**config.mk**
```make
export PLATFORM = sky130hd
export DESIGN_NAME = sram_arbiter
export DESIGN_NICKNAME = d
export VERILOG_FILES = /design/src/rtl/sram_arb_pkg.sv /design/src/rtl/sram_arb_starve_ctr.sv /design/src/rtl/sram_arbiter.sv
export SDC_FILE = /design/constraint.sdc
export NUM_CORES = 1
export LEC_CHECK = 0
export ABC_AREA = 1
export CORE_AREA = 5 5 121 123
export CTS_CLUSTER_DIAMETER = 120
export DETAILED_ROUTE_END_ITERATION = 16
export DIE_AREA = 0 0 126 128
export GPL_ROUTABILITY_DRIVEN = 1
export GPL_TIMING_DRIVEN = 0
export PLACE_DENSITY = 0.85
export RECOVER_POWER = 100
export SLEW_MARGIN = 20
export SYNTH_ARGS = -nofsm -noshare
export SYNTH_HDL_FRONTEND = slang
export SYNTH_SLANG_ARGS = --single-unit
export TNS_END_PERCENT = 50
```
**constraint.sdc**
```tcl
create_clock -name HCLK -period 2.4 [get_ports HCLK]
set_input_delay 0.72 -clock HCLK [delete_from_list [all_inputs] [get_ports HCLK]]
set_output_delay 0.72 -clock HCLK [all_outputs]
set_load 0.005 [all_outputs]
```
**src/rtl/sram_arb_pkg.sv**
```systemverilog
// Shared types for the SRAM arbiter: FSM states, grant owner and the
// default starvation limit.
package sram_arb_pkg;

  typedef enum logic [1:0] {
    IDLE  = 2'd0,
    ISSUE = 2'd1,
    WAIT  = 2'd2,
    RESP  = 2'd3
  } state_t;

  typedef enum logic {
    GNT_I = 1'b0,
    GNT_D = 1'b1
  } gnt_t;

  localparam int MAX_STARVE_DEF = 4;

endpackage

```
**src/rtl/sram_arb_starve_ctr.sv**
```systemverilog
// Saturating counter of consecutive data-port wins taken while the
// instruction port was waiting. Clear has priority over increment.
module sram_arb_starve_ctr
  import sram_arb_pkg::*;
#(
  parameter int MAX   = MAX_STARVE_DEF,
  parameter int CNT_W = $clog2(MAX + 1)
) (
  input  logic             HCLK,
  input  logic             HRESET,
  input  logic             clr,
  input  logic             inc,
  output logic [CNT_W-1:0] cnt
);

  // Count up to MAX and stick there until cleared.
  always_ff @(posedge HCLK) begin
    if (HRESET || clr) begin
      cnt <= '0;
    end else if (inc && (cnt != CNT_W'(MAX))) begin
      cnt <= cnt + CNT_W'(1);
    end
  end

endmodule

```
**src/rtl/sram_arbiter.sv**
```systemverilog
// Two-port (instruction fetch / load-store) arbiter in front of a single
// SRAM with one-cycle read latency. One access in flight at a time:
// IDLE -> ISSUE -> WAIT -> RESP -> IDLE, data port wins ties unless the
// instruction port has been passed over MAX_STARVE times in a row.
module sram_arbiter
  import sram_arb_pkg::*;
#(
  parameter int ADDR_WIDTH = 32,
  parameter int MAX_STARVE = MAX_STARVE_DEF
) (
  input  logic                  HCLK,
  input  logic                  HRESET,
  input  logic                  i_req,
  input  logic [ADDR_WIDTH-1:0] i_addr,
  output logic                  i_ack,
  output logic [31:0]           i_rdata,
  input  logic                  d_req,
  input  logic                  d_we,
  input  logic [3:0]            d_be,
  input  logic [ADDR_WIDTH-1:0] d_addr,
  input  logic [31:0]           d_wdata,
  output logic                  d_ack,
  output logic [31:0]           d_rdata,
  output logic                  m_sel,
  output logic                  m_write,
  output logic [3:0]            m_be,
  output logic [ADDR_WIDTH-1:0] m_addr,
  output logic [31:0]           m_wdata,
  input  logic [31:0]           m_rdata,
  input  logic                  m_ready,
  output logic                  busy
);

  localparam int CNT_W = $clog2(MAX_STARVE + 1);

  state_t                  state;
  gnt_t                    gnt;
  logic                    lat_we;
  logic [3:0]              lat_be;
  logic [ADDR_WIDTH-1:0]   lat_addr;
  logic [31:0]             lat_wdata;
  logic [CNT_W-1:0]        starve_cnt;
  logic                    grant;
  logic                    pick_d;
  logic                    cnt_inc;
  logic                    cnt_clr;

  // Arbitration decision and starvation counter control for an IDLE grant.
  always_comb begin
    grant   = (state == IDLE) && (i_req || d_req);
    pick_d  = d_req && !(i_req && (starve_cnt == CNT_W'(MAX_STARVE)));
    cnt_inc = grant && pick_d && i_req;
    cnt_clr = grant && !cnt_inc;
  end

  sram_arb_starve_ctr #(
    .MAX   (MAX_STARVE),
    .CNT_W (CNT_W)
  ) u_starve (
    .HCLK   (HCLK),
    .HRESET (HRESET),
    .clr    (cnt_clr),
    .inc    (cnt_inc),
    .cnt    (starve_cnt)
  );

  // Access sequencer: latch the winner's command, issue, wait for the SRAM,
  // then capture read data into the granted port's holding register.
  always_ff @(posedge HCLK) begin
    if (HRESET) begin
      state     <= IDLE;
      gnt       <= GNT_I;
      lat_we    <= 1'b0;
      lat_be    <= 4'h0;
      lat_addr  <= '0;
      lat_wdata <= 32'h0;
      i_rdata   <= 32'h0;
      d_rdata   <= 32'h0;
    end else begin
      case (state)
        IDLE: begin
          if (grant) begin
            state <= ISSUE;
            if (pick_d) begin
              gnt       <= GNT_D;
              lat_we    <= d_we;
              lat_be    <= d_be;
              lat_addr  <= d_addr;
              lat_wdata <= d_wdata;
            end else begin
              gnt       <= GNT_I;
              lat_we    <= 1'b0;
              lat_be    <= 4'hF;
              lat_addr  <= i_addr;
              lat_wdata <= 32'h0;
            end
          end
        end
        ISSUE: state <= WAIT;
        WAIT: begin
          if (m_ready) begin
            state <= RESP;
            if (gnt == GNT_D) d_rdata <= m_rdata;
            else              i_rdata <= m_rdata;
          end
        end
        RESP:    state <= IDLE;
        default: state <= IDLE;
      endcase
    end
  end

  // SRAM strobes are live only in ISSUE; address/data hold the latched command.
  assign m_sel   = (state == ISSUE);
  assign m_write = (state == ISSUE) && lat_we;
  assign m_be    = (state == ISSUE) ? lat_be : 4'h0;
  assign m_addr  = lat_addr;
  assign m_wdata = lat_wdata;

  assign i_ack = (state == RESP) && (gnt == GNT_I);
  assign d_ack = (state == RESP) && (gnt == GNT_D);
  assign busy  = (state != IDLE);

endmodule

```
## After elaboration in Yosys (flattened, before gate mapping)

Cells that the tools add are included.

| storage, ports and cells | value |
|---|---|
| word-level logic and storage cells | 47 |
| bits in registers | 139 |
| input port bits | 138 |

| cells by class | value |
|---|---|
| reduce and logical (&&, ||, !) cells | 20 |
| bitwise logic cells | 1 |
| add/subtract/negate cells | 1 |
| mux-type cells | 9 |
| equal/unequal tests | 7 |

Operators with widths:

| kind | number |
|---|---|
| $mux W32 | 2 |
| $logic_and A1 B1 Y1 | 10 |
| $mux W4 | 2 |
| $pmux W2 S4 | 1 |
| $reduce_and A3 Y1 | 2 |
| $eq A2 B2 Y1 const B | 2 |
| $mux W2 | 2 |
| $ne A2 B2 Y1 const B | 2 |
| $reduce_and A2 Y1 | 2 |
| $add A3 B1 Y3 const B | 1 |
| $eq A3 B3 Y1 const B | 1 |
| $ne A3 B3 Y1 const B | 1 |
| $eq A2 B1 Y1 const B | 1 |
| $logic_not A1 Y1 | 2 |
| $logic_not A2 Y1 | 1 |
| $logic_or A1 B1 Y1 | 2 |
| $mux W1 | 2 |
| $reduce_bool A2 Y1 | 1 |
| $not A1 Y1 | 1 |

## Depth between registers and ports, before layout

Gate-level depths: netlist of the first run.

| logic depth | value |
|---|---|
| depth after elaboration | 9 |
| mapped depth | 9 |
| gate-level depth less buffers | 8 |

## Modules after synthesis

Synthesis of the first run repeated with hierarchy kept, for this count alone.

| unflattened totals | value |
|---|---|
| cells, all modules | 813 |
| area, all modules | 5754.3 um^2 |

By module, submodules not included:

| module | cells an instance | area each (um^2) | times used |
|---|---|---|---|
| sram_arbiter | 787 | 5585.4 | 1 |
| sram_arb_starve_ctr | 26 | 168.9 | 1 |

## Least setup slack after synthesis of the first run

OpenSTA, ideal clock, no wires.

| timing path | value |
|---|---|
| path kind | register -> output |
| from | register state[0] |
| to | output busy |
| cell stages (with the launch flop) | 6 |
| arrival time | 1.038 ns |
| setup slack | 0.642 ns |
| buffers on the path | 2 |
| cell sequence | dfxtp_1 inv_1 ha_1 buf_4 buf_2 inv_1 |

| between the ends | value |
|---|---|
| word-level cells in the longest chain between the ends | 1 |

Ends and longest elaborated chain:

| item | RTL line | RTL |
|---|---|---|
| start, declared | sram_arbiter.sv:36 | `state_t state;` |
| start signal, assigned | sram_arbiter.sv:71 | `state <= IDLE;` |
| start signal, assigned | sram_arbiter.sv:83 | `state <= ISSUE;` |
| start signal, assigned | sram_arbiter.sv:99 | `ISSUE: state <= WAIT;` |
| $reduce_bool A2 Y1 | sram_arbiter.sv:122 | `assign busy = (state != IDLE);` |
| end, declared | sram_arbiter.sv:31 | `output logic busy` |

No other way between the ends.

## Final worst setup path of the first run

| timing path | value |
|---|---|
| from | register state[1] |
| to | output m_sel |

| between the ends | value |
|---|---|
| word-level cells in the longest chain between the ends | 1 |

Ends and longest elaborated chain:

| item | RTL line | RTL |
|---|---|---|
| $eq A2 B1 Y1 | sram_arbiter.sv:114 | `assign m_sel = (state == ISSUE);` |
| end, declared | sram_arbiter.sv:24 | `output logic m_sel,` |

No other way between the ends.

==> results of run 1 <==
[power groups by stage]
stage               Clock (W)  Sequential [W]  Combinational (W)
finish                0.00233         0.00296            0.00280
global route          0.00247         0.00301            0.00308
CTS                   0.00236         0.00297            0.00298
detailed placement          0         0.00300            0.00292
global placement            0         0.00298            0.00287
floorplan                   0         0.00302            0.00137
[final cells by class]
class                   instances  area share
repair buffers                273       0.293
plain buffers                  61      0.0344
inverters                      84      0.0342
multi-input cells             510       0.259
well taps                     180      0.0242
flip-flops and latches        139       0.300
clock buffers                  24      0.0507
clock inverters                 7     0.00471
[path summary, 6_finish.rpt]
kind | start | endpoint | slack (ns) | depth (start not counted)
hold / removal | d_rdata[6]$_SDFFE_PP0P_ | d_rdata[6]$_SDFFE_PP0P_ | 0.46 | 2
hold reg to reg | d_rdata[6]$_SDFFE_PP0P_ | d_rdata[6]$_SDFFE_PP0P_ | 0.46 | 2
setup / recovery | state[1]$_SDFFE_PP0P_ | m_sel | 0.06 | 3
setup reg to reg | state[1]$_SDFFE_PP0P_ | d_rdata[4]$_SDFFE_PP0P_ | 0.54 | 8
[state kept, by name (all words and copies together), names as in the netlist]
register and cells:
lat_be 4, u_starve.cnt 3, m_wdata 32, i_rdata 32, d_rdata 32, m_addr 32, lat_we 1, state 2
gnt 1
[cells by family (layout without fill, tap and decap cells)]
| family | after synthesis | count (layout) | share of synthesized area |
|---|---|---|---|
| buf+inv | 147 | 449 | 0.111 |
| fa+ha+maj | 7 | 7 | 0.0151 |
| flops | 139 | 139 | 0.478 |
| xor+xnor | 1 | 1 | 0.00151 |
| compound gates | 140 | 140 | 0.122 |
| simple gates | 362 | 362 | 0.271 |
[stage by stage]
stage | setup TNS, ns | hold WS (ns) | instance area, um2 | total power, W | setup WS [ns]
3_5_place_dp | -0.0555 | 0.453 | 8760 | 0.00592 | -0.0555
2_1_floorplan | 0 | 0.444 | 5820 | 0.00439 | 0.642
6_report | 0 | 0.457 | 9300 | 0.00809 | 0.0614
4_1_cts | 0 | 0.462 | 9320 | 0.00831 | 0.0209
3_3_place_gp | -0.0486 | 0.448 | 8760 | 0.00585 | -0.0486
5_1_grt | 0 | 0.473 | 9300 | 0.00856 | 0.0119
[worst min-delay path, cell delays in order (launching register included)]
cell,delay (ns)
dfxtp_1,0.30
nand2_1,0.06
a21oi_1,0.05
[metal layers]
metal	global-route usage	vias up	routed length, um
li1	-	3163	-
met1	0.266	2929	8020
met2	0.425	221	9890
met3	0.0996	31	1970
met4	0.0927	0	411
met5	0	-	0
[layout by cell type (no fill, tap or decap), types with 8 or more instances in the layout]
master             n
nand2_1          152
dfxtp_1          137
clkdlybuf4s50_1  135
dlygate4sd3_1    130
a21oi_1          103
nand3_1          100
inv_1             82
nor2_1            75
clkbuf_1          34
nand4_1           34
o21ai_0           29
clkbuf_16         17
buf_2             16
buf_6              8
[what timing repair did]
action,CTS,global route
endpoints found under the hold margin,0,0
pin swaps,1,0
endpoints found under the setup margin,9,2
buffers inserted,1,0
resized for setup,20,4
==> qor.txt, run 1 <==
WL final: 20300 um
Core ar.: 0.0136 mm2
Synth Instances: 796
GPL Wtd Cong: 0.847
Crit path max-delay family: buffers and inverters
CTS Root Cell: clkbuf_16
drt drc: 0
CP Launch Type: flop
ys async rst share: 0
Syn Nets: 941
GR Overflow Total: 0
worst skew pair latency: 0.42 ns
post-route ant nets: 0
Die ar.: 0.0161 mm2
Initial Utilization: 0.429
Finished Layout Cells: 1278
Tmin final: 2.34 ns
Slew Limit Fails: 0
library cells used by synthesis: 21
f_max: 428 MHz
via count: 6344
first-pass GRT wire length: 31600 um
number of enable flip-flop cells after synthesis: 0
Crit path largest cell delay: 0.57 ns
Slew headroom: 0.583
slowest CP cell: clkdlybuf4s50_1
WP data arrival: 1.62 ns
drt first pass iters: 4
leakage dissipation: 4.26 nW
footprint of the multi-input gates: 0.00241 mm2
Pint: 0.00544 W
Die H: 128 um
yosys warns: 0
Sink Count: 139
Ports: 275
Psw: 0.00264 W
Hold Crit Class: flop to flop
hpwl dp: 15500 um
Primary FF master, synth: dfxtp_1
switching share of power: 0.327
Row Count: 43
count of state elements after synthesis: 139
FF/Latch Area: 0.00279 mm2
GRT Overall Usage: 0.244
Clk network pwr share: 0.288
worst-path fanout max: 6
Initial DRC Count: 351
Max clock buf depth: 2
status: completed
Sequential Power Share: 0.366
skew final: 0.00641 ns
Post-Synthesis Cell Area: 0.00582 mm2
max-cap violations: 0
Mean Syn Cell Area: 7.31 um2
dpl cells: 1248
clk slew on worst S/H paths: 0.06 ns
total CTS buffers: 17
Final Util: 0.686
Final setup viols: 0
Post-synth top cells: nand2_1 (152), dfxtp_1 (139), a21oi_1 (103)
post-DR vias/cell: 4.96
cell with the most instances after synthesis: nand2_1
vias in the first global route: 6247
Area growth syn-to-layout: 59.9%
share of the yosys chip area belonging to registers: 0.478
kind of critical path: flop to output port
worst path buffer plus inverter count: 2
CTS tree: yes
pwr/cell area: 870 mW/mm2
Ant. Diodes: 0
CTS hold repair buffers: 0
RSZ-0062 raised after global routing: false
share of layout cells above drive strength 1: 0.0574
CP Cell Sequence: inv_4 -> ha_4 -> clkdlybuf4s50_1
Yosys top cell by area: dfxtp_1
wire per inst: 15.9 um
Comb power frac: 0.346
critical path required time: 1.68 ns
post-synth top area share: 0.478
slew at the pin with the worst max-slew slack: 0.626 ns
Die X-Extent: 126 um
share of the clock period used by the worst path: 0.974
top area cells in the synthesized netlist: dfxtp_1 (48%), nand2_1 (9.8%), a21oi_1 (8.9%)
CP endpoint kind: output port
Final Hold Fails: 0
pin count of the biggest net entering global routing: 20
port bufs: 272
Fillers: 1159
Max VDD drop: 0.000516 V
Layout Nets: 1231
initial antenna violation count: 0
Clock H-tree levels: 4
No activity file was read; power rests on OpenSTA's default activity.
==> run 2, diff against run 1 <==
CAP_MARGIN = 20   (was unset)
==> results of run 2 <==
The final DEF is identical to that of run 1; final timing and power are the same.
